`config.mk`:
```
export PLATFORM = sky130hd
export DESIGN_NAME = event_encoder_83_flat
export DESIGN_NICKNAME = d
export VERILOG_FILES = /design/src/rtl/enc83_pkg.sv /design/src/rtl/event_encoder_83_if.sv /design/src/rtl/prio_pick_8.sv /design/src/rtl/event_encoder_83.sv /design/src/flat_wrapper.sv
export SDC_FILE = /design/constraint.sdc
export NUM_CORES = 1
export LEC_CHECK = 0
export CAP_MARGIN = 20
export CORE_ASPECT_RATIO = 1.1
export CORE_UTILIZATION = 50
export CTS_BUF_LIST = sky130_fd_sc_hd__clkbuf_4 sky130_fd_sc_hd__clkbuf_8
export CTS_CLUSTER_DIAMETER = 80
export CTS_CLUSTER_SIZE = 12
export DETAILED_ROUTE_END_ITERATION = 12
export DONT_BUFFER_PORTS = 1
export PLACE_DENSITY = 0.71
export SKIP_CTS_REPAIR_TIMING = 1
export SYNTH_ARGS = -nofsm -noshare
export SYNTH_HDL_FRONTEND = slang
export SYNTH_SLANG_ARGS = --single-unit
```
`constraint.sdc`:
```
create_clock -name clk -period 2.92 [get_ports clk]
set_input_delay 0.584 -clock clk [delete_from_list [all_inputs] [get_ports clk]]
set_output_delay 0.584 -clock clk [all_outputs]
set_load 0.01 [all_outputs]
```
`src/rtl/enc83_pkg.sv`:
```
// Shared types for the 8-line event encoder and its priority picker.
//   N_LINES    : number of request lines
//   CODE_W     : width of an encoded line index
//   line_vec_t : one bit per request line
//   code_t     : encoded line index
package enc83_pkg;

  localparam int unsigned N_LINES = 8;
  localparam int unsigned CODE_W  = 3;

  typedef logic [N_LINES-1:0] line_vec_t;
  typedef logic [CODE_W-1:0]  code_t;

endpackage

```
`src/rtl/event_encoder_83_if.sv`:
```
// Code output handshake of event_encoder_83.
//   code_valid : producer holds an unconsumed code
//   code       : index of the served line
//   code_ready : consumer accepts code while code_valid is high
// master = encoder side, slave = consumer side.
interface event_encoder_83_if;
  import enc83_pkg::*;

  logic  code_valid;
  code_t code;
  logic  code_ready;

  modport master (
    output code_valid,
    output code,
    input  code_ready
  );

  modport slave (
    input  code_valid,
    input  code,
    output code_ready
  );

endinterface

```
`src/rtl/prio_pick_8.sv`:
```
// Combinational priority picker over eight request bits.
//   HIGH_FIRST : 1 = bit 7 wins, 0 = bit 0 wins
//   vec_i      : request vector
//   code_o     : index of the winning bit (0 when nothing is set)
//   onehot_o   : winning bit alone (all zero when nothing is set)
//   any_o      : at least one bit of vec_i is set
module prio_pick_8
  import enc83_pkg::*;
#(
  parameter bit HIGH_FIRST = 1'b1
) (
  input  line_vec_t vec_i,
  output code_t     code_o,
  output line_vec_t onehot_o,
  output logic      any_o
);

  // Scan from the lowest-priority end so the last hit seen is the winner.
  always_comb begin
    code_o   = '0;
    onehot_o = '0;
    any_o    = |vec_i;
    if (HIGH_FIRST) begin
      for (int i = 0; i < int'(N_LINES); i++) begin
        if (vec_i[i]) begin
          code_o      = code_t'(i);
          onehot_o    = '0;
          onehot_o[i] = 1'b1;
        end
      end
    end else begin
      for (int i = int'(N_LINES) - 1; i >= 0; i--) begin
        if (vec_i[i]) begin
          code_o      = code_t'(i);
          onehot_o    = '0;
          onehot_o[i] = 1'b1;
        end
      end
    end
  end

endmodule

```
`src/rtl/event_encoder_83.sv`:
```
// Sequential 8-to-3 priority encoder. Falling edges on the active-low request
// lines are latched into a pending vector and drained one code per transfer,
// in priority order, over a valid/ready handshake.
//   clk      : rising-edge clock
//   rst      : synchronous active-high reset
//   EI_n     : active-low capture enable (draining continues while high)
//   I_n      : active-low request lines, a 1->0 transition is one request
//   out_if   : code_valid / code / code_ready handshake (master side)
//   GS_n     : low while any request is pending or presented
//   EO_n     : low when enabled and idle, feeds EI_n of the next stage
//   drop_cnt : saturating count of requests lost to an already-pending line
module event_encoder_83
  import enc83_pkg::*;
#(
  parameter bit          HIGH_FIRST = 1'b1,
  parameter int unsigned CNT_W      = 8
) (
  input  logic                clk,
  input  logic                rst,
  input  logic                EI_n,
  input  line_vec_t           I_n,
  event_encoder_83_if.master  out_if,
  output logic                GS_n,
  output logic                EO_n,
  output logic [CNT_W-1:0]    drop_cnt
);

  line_vec_t        prev_n_q;
  line_vec_t        pending_q, pending_d;
  logic             valid_q, valid_d;
  code_t            code_q, code_d;
  logic [CNT_W-1:0] drop_q, drop_d;

  line_vec_t fall_g;
  line_vec_t clr;
  logic      load;
  logic      drop_hit;
  code_t     pick_code;
  line_vec_t pick_onehot;
  logic      pick_any;

  prio_pick_8 #(
    .HIGH_FIRST (HIGH_FIRST)
  ) u_pick (
    .vec_i    (pending_q),
    .code_o   (pick_code),
    .onehot_o (pick_onehot),
    .any_o    (pick_any)
  );

  always_comb begin
    fall_g    = EI_n ? '0 : (prev_n_q & ~I_n);
    load      = !valid_q || out_if.code_ready;
    clr       = load ? pick_onehot : '0;
    // A new edge on the bit being served re-arms it rather than being lost.
    pending_d = (pending_q & ~clr) | fall_g;
    drop_hit  = |(fall_g & pending_q & ~clr);

    drop_d = drop_q;
    if (drop_hit && (drop_q != '1)) begin
      drop_d = drop_q + CNT_W'(1);
    end

    valid_d = valid_q;
    code_d  = code_q;
    if (load) begin
      valid_d = pick_any;
      if (pick_any) begin
        code_d = pick_code;
      end
    end
  end

  always_ff @(posedge clk) begin
    if (rst) begin
      prev_n_q  <= '1;
      pending_q <= '0;
      valid_q   <= 1'b0;
      code_q    <= '0;
      drop_q    <= '0;
    end else begin
      prev_n_q  <= I_n;
      pending_q <= pending_d;
      valid_q   <= valid_d;
      code_q    <= code_d;
      drop_q    <= drop_d;
    end
  end

  assign out_if.code_valid = valid_q;
  assign out_if.code       = code_q;
  assign GS_n              = ~(|pending_q | valid_q);
  assign EO_n              = EI_n | ~GS_n;
  assign drop_cnt          = drop_q;

endmodule

```
`src/flat_wrapper.sv`:
```
// flat-port wrapper written by rule: the top's interface ports become plain ports
module event_encoder_83_flat import enc83_pkg::*;
#(
  parameter bit          HIGH_FIRST = 1'b1,
  parameter int unsigned CNT_W      = 8
)
  (clk, rst, EI_n, I_n, GS_n, EO_n, drop_cnt, out_if_code_valid, out_if_code, out_if_code_ready);
  event_encoder_83_if out_if_i ();
  input  logic clk;
  input  logic rst;
  input  logic EI_n;
  input  line_vec_t I_n;
  output logic GS_n;
  output logic EO_n;
  output logic [CNT_W-1:0] drop_cnt;
  output wire logic [$bits(out_if_i.code_valid)-1:0] out_if_code_valid;
  output wire logic [$bits(out_if_i.code)-1:0] out_if_code;
  input wire logic [$bits(out_if_i.code_ready)-1:0] out_if_code_ready;
  assign out_if_code_valid = out_if_i.code_valid;
  assign out_if_code = out_if_i.code;
  assign out_if_i.code_ready = out_if_code_ready;
  event_encoder_83 #(.HIGH_FIRST(HIGH_FIRST), .CNT_W(CNT_W)) u_core (.clk(clk), .rst(rst), .EI_n(EI_n), .I_n(I_n), .out_if(out_if_i), .GS_n(GS_n), .EO_n(EO_n), .drop_cnt(drop_cnt));
endmodule
```
Word level (Yosys, flattened, before mapping)
Index checks and enable logic that the tools add are counted.
- multiplexer cells: 17
- reductions and logical operators: 6
- order comparisons: 0
- equal/unequal tests: 1
- bitwise operators: 10
- div/mod/pow operators: 0
- shifts and indexed selects: 0
- $add $sub $neg: 1
- multipliers: 0
- operators by type and width (kind ; number):
    2-to-1 mux 8 bit ; 9
    AND 8 bit ; 4
    2-to-1 mux 3 bit ; 6
    inverter 8 bit ; 2
    OR reduction 8 bit ; 2
    adder 8 x 1 -> 8 bit, second input constant ; 1
    inequality test 8 bit, second input constant ; 1
    bitwise OR 8 bit ; 1
    2-to-1 mux 1 bit ; 2
    bitwise OR 1 bit ; 2
    AND reduction 2 bit ; 1
    logical AND 1 bit ; 1
    logical NOT 1 bit ; 1
    logical OR 1 bit ; 1
    inverter 1 bit ; 1
- ROM bits: 0
- output and inout bits: 14
- bits of input ports: 12
- word-level logic and storage cells: 40
- RAM bits: 0
- bits in registers: 28
- bits in latches: 0
- memories: 0

Longest topological paths before layout
Gate-level depths: netlist of the first run.
- word-level depth: 13
- mapped depth: 7

Hierarchy
A second synthesis of the first run with hierarchy kept.
- cells, all modules: 163
- area total of the unflattened synthesis: 1371.3 um^2
- by module, submodules not included (module ; times used ; seq. area each (um^2) ; area an instance (um^2) ; cells each):
    event_encoder_83 ; 1 ; 560.5 ; 1244.9 ; 143
    prio_pick_8 ; 1 ; 0.0 ; 126.4 ; 20

Least setup slack after synthesis of the first run
OpenSTA, ideal clock, no wires.
- path kind: register to register
- start: reg u_core.pending_q[7]
- end: reg u_core.drop_q[0] (netlist: u_core.drop_cnt[0])
- cell stages (with the launch flop): 8
- slack: 0.547 ns
- data arrival time: 2.252 ns
- buffers on the path: 1
- required time: 2.799 ns
- path through: dfxtp_1 -> buf_6 -> or4_4 -> nand2b_4 -> o22a_1 -> nor4_4 -> nor2b_2 -> mux2_4
- word-level cells in the longest chain between the ends: 6
- ends and longest elaborated chain (what ; line ; text):
    start: declaration ; event_encoder_83.sv:29 ; line_vec_t pending_q, pending_d;
    start signal: assignment ; event_encoder_83.sv:83 ; pending_q <= pending_d;
    2-to-1 mux 8 bit ; prio_pick_8.sv:25 ; if (vec_i[i]) begin
    2-to-1 mux 8 bit ; event_encoder_83.sv:54 ; clr = load ? pick_onehot : '0;
    inverter 8 bit ; event_encoder_83.sv:57 ; drop_hit = |(fall_g & pending_q & ~clr);
    AND 8 bit (*) ; event_encoder_83.sv:57 ;
    OR reduction 8 bit (*) ; event_encoder_83.sv:57 ;
    logical AND 1 bit (*) ; event_encoder_83.sv:60 ; if (drop_hit && (drop_q != '1)) begin
    end signal: assignment ; event_encoder_83.sv:86 ; drop_q <= drop_d;
    end: declaration ; event_encoder_83.sv:32 ; logic [CNT_W-1:0] drop_q, drop_d;
Every way passes the cells marked *; elsewhere a longest branch is shown, timed or not.
A chain may end at the register's enable or synchronous reset.

Worst setup path after layout of the first run
- start: reg u_core.pending_q[7]
- end: out EO_n
- word-level cells in the longest chain between the ends: 3
- ends and longest elaborated chain (what ; line ; text):
    OR reduction 8 bit ; event_encoder_83.sv:92 ; assign GS_n = ~(|pending_q | valid_q);
    bitwise OR 1 bit ; event_encoder_83.sv:92 ;
    bitwise OR 1 bit ; event_encoder_83.sv:93 ; assign EO_n = EI_n | ~GS_n;
    end: declaration ; flat_wrapper.sv:14 ; output logic EO_n;
Every way passes these cells.

==> results.md, run 1 <==
- Status: finished, final reports clean
- Setup crit end kind: output port
- Crit Path Class: flip-flop to output port
- Final Critical Period: 2.70 ns
- Most used routing layer: met2
- CORE AREA: 0.00250 mm2
- Flop pwr share: 61.8%
- Fin. max-slew vios: 0
- Vias in the first global route: 966
- Ranking of synthesized cells by area: dfxtp_1 (43%), a21oi_1 (5.4%), nor2_1 (4.6%)
- Io pins: 26
- Detailed Place HPWL: 1780 um
- CTS H-tree depth: 1
- Top_reg_cell synth: dfxtp_1
- Psw: 0.000171 W
- Mapped Nets: 161
- CTS tree: yes
- Initial drt markers: 30
- GRT Resource Usage Total: 18.9%
- Setup TNS: 0 ns
- Yosys Warn Count: 0
- #FFs+latches synth: 28
- Die Span Y: 55.6 um
- Max_cap viols: 0
- Post-DRT Antenna Nets: 0
- GRT met2 Usage: 32.8%
- Int Pwr: 0.000518 W
- Comb pwr share: 11.5%
- Async set-reset flop share out of synthesis: 0%
- Mapped Area: 0.00131 mm2
- Final wirelength: 2420 um
- GRT overflow: 0
- Worst skew pair latency: 0.32 ns
- Synth top area share: 43.0%
- Clock transition at path regs: 0.14 ns
- CP arrival: 2.12 ns
- Initial DRT Pass Iterations: 4
- Pin count of the biggest net entering global routing: 32
- Synthesized instance count: 148
- HP Class: primary input to flip-flop
- Starting density of the core: 52.3%
- # diodes: 0
- Clock Power Share: 26.7%
- Max FO, Critical Path: 10
- Layout cells sized above 1: 13.8%
- First-pass GRT wire length: 4060 um
- M1 GR Usage: 20.7%
- Synth area leader: dfxtp_1
- GR Layer Usage met3: 4.10%
- P&R area growth vs syn: 3.16%
- Final Util: 53.9%
- CP startpoint kind: flip-flop
- Horiz. Die Dim: 50.7 um
- Final period utilization: 92.6%
- Max_slew headroom: 52.0%
- Total clock sinks: 28
- Syn avg cell area: 8.82 um2
- Nets: 159
- CTS root buf: clkbuf_4
- Synth unique cells: 41
- Routed vias: 1061
- Longest Clk Path Bufs: 2
- Post-synth top cells: dfxtp_1 (28), nor2_1 (16), a21oi_1 (14)
- Power Density: 512 mW/mm2
- Initial antenna violation count: 0
- Leak pwr: 0.477 nW
- Area of the die: 0.00282 mm2
- CTS buffer count: 3
- Final setup fails: 0
- Final hold vios: 0
- Worst Tran Pin Value: 0.718 ns
- Post-synth EDFFs: 0
- Register area share after synthesis: 43.0%
- Port Buffers: 0
- DR vias/cell: 6.03
- Final Skew: 0.00643 ns
- Sw frac: 24.8%
- Maximum clock frequency: 370 MHz
- WP data required: 2.34 ns
- Routed length per placed instance: 13.7 um
- GP Congestion: 0.879
- DRC: 0
- RSZ-0062 raised after global routing: false
- Fillers: 238
- Peak supply drop: 0.275 mV
- Most frequent cell after synthesis: dfxtp_1
- FP Rows: 19
[worst max-delay path, stage by stage (launching register included)]
cell     delay [ns]
dfxtp_1        0.42
or4_4          0.60
or3_1          0.41
or3_1          0.38
[flip-flops by register name, summed over array words and instances, names as in the netlist]
signal,count
u_core.pending_q,8
u_core.out_if.code_valid,1
u_core.prev_n_q,8
u_core.out_if.code,3
u_core.drop_cnt,8
[power by group through the flow]
stage               Combinational, W  Clock, W  Sequential (W)
CTS                        0.0000799  0.000191        0.000426
finish                     0.0000794  0.000184        0.000426
global placement           0.0000779         0        0.000433
global route               0.0000908  0.000207        0.000430
detailed placement         0.0000794         0        0.000435
floorplan                  0.0000793         0        0.000428
[cells by family after synthesis]
family / count (synthesis) / synth area share, %
AO/OA/AOI/OAI: 37 / 18.3
flip-flops: 28 / 43.0
AND/OR/NAND/NOR: 69 / 31.3
multiplexers: 3 / 3.07
buffers and inverters: 10 / 3.45
adder cells (fa/ha/maj): 1 / 0.959
[layout by cell type, fill, tap and decap left out, types with 2 or more instances in the layout]
| cell | instances |
|---|---|
| and3_1 | 2 |
| nand2b_1 | 4 |
| nand2_1 | 10 |
| nor2b_1 | 3 |
| nor3b_1 | 3 |
| nand4_1 | 3 |
| o22ai_1 | 2 |
| or3_1 | 6 |
| a21oi_1 | 14 |
| nor3_1 | 3 |
| or2_2 | 8 |
| clkbuf_4 | 3 |
| o21a_1 | 2 |
| o21ai_0 | 6 |
| o41ai_1 | 2 |
| nor2_1 | 16 |
| a311oi_1 | 2 |
| dfxtp_1 | 28 |
| o21ai_1 | 2 |
| mux2_4 | 2 |
| nor4bb_1 | 2 |
| inv_1 | 3 |
[metrics by stage]
stage | area (um2) | total power [W] | std cells | hold slack [ns] | setup WS (ns)
floorplan | 1310 | 0.000507 | 148 | 0.427 | 0.547
global placement | 1310 | 0.000511 | 172 | 0.430 | 0.466
detailed placement | 1310 | 0.000515 | 172 | 0.438 | 0.450
CTS | 1350 | 0.000697 | 176 | 0.294 | 0.211
global route | 1350 | 0.000728 | 176 | 0.273 | 0.152
finish | 1350 | 0.000689 | 176 | 0.302 | 0.216
[path summary, 6_finish.rpt]
path | endpoint | startpoint | depth (start not counted) | slack [ns]
max | EO_n | u_core.pending_q[7] | 3 | 0.22
min | u_core.drop_cnt[3] | rst | 1 | 0.30
max reg2reg | u_core.drop_cnt[5] | u_core.pending_q[7] | 6 | 0.43
min reg2reg | u_core.pending_q[2] | u_core.prev_n_q[2] | 2 | 0.46
[layer usage]
metal / vias to the layer above / share of wire (%) / wire, um
met5: - / 0 / 0
met4: 0 / 2.9 / 69
met3: 6 / 4.0 / 96
met2: 27 / 51 / 1230
met1: 502 / 42 / 1020
li1: 526 / - / -
[area by class of cell]
| type | instances | area, um2 | area share [%] |
|---|---|---|---|
| inverters | 3 | 11.3 | 0.836 |
| clock buffers | 4 | 36.3 | 2.70 |
| flip-flops and latches | 28 | 561 | 41.6 |
| well taps | 31 | 38.8 | 2.88 |
| multi-input cells | 110 | 699 | 52.0 |
Note: power is estimated with default switching activity, not from simulation.
==> inputs of run 2 (changes only) <==
- SETUP_SLACK_MARGIN: not set -> 0.5
==> run 2 against run 1 <==
Fmax up 5.5%. Clock skew rose by 0.0012 ns. Largest power group unchanged. Critical path type unchanged. Combinational power increased by 19%. Core utilization grew 2.9 points. Critical endpoint unchanged. Critical path depth is the same. First-iteration DRC count fell by 13%. Non-clock buffer count grew 5.
==> results.md, run 2 (synthesized netlist as in run 1, its figures left out) <==
- DR vias/cell: 6.03 (about the same)
- Port Buffers: 0 (unchanged)
- Setup crit start: u_core.pending_q[6]
- GRT Resource Usage Total: 18.9% (unchanged)
- Fin. max-slew vios: 0 (unchanged)
- Final Critical Period: 2.56 ns (-0.140 ns)
- Max_cap viols: 0 (unchanged)
- Nets: 164 (+3.1%)
- DRC: 0 (unchanged)
- CTS H-tree depth: 1 (unchanged)
- Critical Path Sink: EO_n
- Max stage delay on crit path: 0.57 ns (-0.03 ns)
- CTS root buf: clkbuf_4
- CP startpoint kind: flip-flop
- Initial DRT Pass Iterations: 4 (unchanged)
- Clock transition at path regs: 0.14 ns (about the same)
- FP Rows: 19 (unchanged)
- CP max-delay cell: or4_4
- Final hold vios: 0 (unchanged)
- CTS tree: yes
- RSZ-0062 raised after global routing: true
- Total clock sinks: 28 (unchanged)
- HP Class: primary input to flip-flop
- Final wirelength: 2530 um (+4.8%)
- Max FO, Critical Path: 7 (-3)
- Initial antenna violation count: 0 (unchanged)
- Max_slew headroom: 63.8% (+12 points)
- Final setup fails: 0 (unchanged)
- Final Util: 56.8% (+2.9 points)
- Peak supply drop: 0.275 mV (about the same)
- First-pass GRT wire length: 4060 um (unchanged)
- Crit Path Class: flip-flop to output port
- GRT overflow: 0 (unchanged)
- Starting density of the core: 52.3% (unchanged)
- Horiz. Die Dim: 50.7 um (unchanged)
- CP arrival: 1.98 ns (-0.14 ns)
- Vias in the first global route: 966 (unchanged)
- Worst-path cell chain: or4_4 > or3_4 > or3_4
- Worst skew pair latency: 0.32 ns (about the same)
- Maximum clock frequency: 390 MHz (+5.5%)
- Reg-to-reg startpoint: u_core.pending_q[6]
- Final Skew: 0.00767 ns (+0.00124 ns)
- Most common cell after layout, fill and taps aside: dfxtp_1
- Leak pwr: 0.516 nW (+8.0%)
- Io pins: 26 (unchanged)
- Setup crit end kind: output port
- Die Span Y: 55.6 um (unchanged)
- Commonest cells after routing, fill and taps aside: dfxtp_1 (26), nor2_1 (16), a21oi_1 (14)
- Routed vias: 1091 (+2.8%)
- Reg2reg end: u_core.drop_cnt[5]
- Reg2Reg Setup Slack: 0.48 ns (+0.05 ns)
- CTS buffer count: 3 (unchanged)
- Status: finished, final reports clean
- Most used cell, CP: or3_4
- Detailed Place HPWL: 1780 um (unchanged)
- Routed length per placed instance: 14.0 um (+1.9%)
- Initial drt markers: 26 (-13%)
- Setup TNS: 0 ns (unchanged)
- Area of the die: 0.00282 mm2 (unchanged)
- CORE AREA: 0.00250 mm2 (unchanged)
- GP Congestion: 0.879 (unchanged)
- # diodes: 0 (unchanged)
- Post-DRT Antenna Nets: 0 (unchanged)
- Longest Clk Path Bufs: 2 (unchanged)
- Worst reg2reg path depth: 7 (+1)
- Pin count of the biggest net entering global routing: 32 (unchanged)
- WP data required: 2.34 ns (about the same)
- P&R area growth vs syn: 8.63%
- Final period utilization: 87.8% (-4.8 points)
- Power Density: 496 mW/mm2 (-3.1%)
- Worst Tran Pin Value: 0.536 ns (-0.182 ns)
- Layout cells sized above 1: 21.3% (+7.5 points)
run 2: changes by cell type in the layout (fill, tap and decap cells not counted), moves of 2 or more:
cell / before / now
or3_4: 0 / 2
dfxtp_1: 28 / 26
or3_1: 6 / 4
dfxtp_4: 0 / 2
buf_4: 0 / 5
run 2: through the flow:
| step | cell area [um2] | hold WS, ns | setup WS, ns | power [W] | instances |
|---|---|---|---|---|---|
| after global placement | 1310 | 0.430 | 0.466 | 0.000511 | 172 |
| final | 1420 | 0.301 | 0.356 | 0.000703 | 181 |
| after floorplan | 1310 | 0.427 | 0.547 | 0.000507 | 148 |
| after CTS | 1350 | 0.294 | 0.211 | 0.000697 | 176 |
| after global routing | 1420 | 0.275 | 0.319 | 0.000741 | 181 |
| after detailed placement | 1310 | 0.438 | 0.450 | 0.000515 | 172 |
run 2: layout make-up:
| cell class | instances | area (um2) |
|---|---|---|
| clock buffers | 4 | 36.3 |
| flip-flops and latches | 28 | 568 |
| multi-input cells | 110 | 726 |
| fillers | 223 | 1080 |
| inverters | 3 | 11.3 |
| well taps | 31 | 38.8 |
| repair buffers | 5 | 37.5 |
run 2: power breakdown:
group / switching [W] / leakage (nW) / internal [W]
Combinational: 0.0000456 / 0.263 / 0.0000490
Sequential: 0.0000221 / 0.232 / 0.000402
Clock: 0.000108 / 0.0210 / 0.0000763
Total: 0.000176 / 0.516 / 0.000528
run 2: worst min path at each step:
stage / startpoint / end / slack [ns] / cells past startpoint
after floorplan: u_core.prev_n_q[0] / u_core.pending_q[0] / 0.43 / 2
after global placement: u_core.prev_n_q[2] / u_core.pending_q[2] / 0.43 / 2
after detailed placement: u_core.prev_n_q[2] / u_core.pending_q[2] / 0.44 / 2
after CTS: rst / u_core.pending_q[0] / 0.29 / 1
after global routing: rst / u_core.drop_cnt[3] / 0.27 / 1
final: rst / u_core.drop_cnt[3] / 0.30 / 1
run 2: worst max-delay path: cells and delay by family (launching register included):
family | cells | cell delay [ns]
simple gates | 3 | 1.27
flops | 1 | 0.39
run 2: routing by layer:
metal	track usage (%)	wire length [um]	vias up
met2	32.8	1250	28
met4	11.1	69	0
met3	4.10	99	6
li1	-	-	540
met1	20.7	1110	517
met5	0	0	-
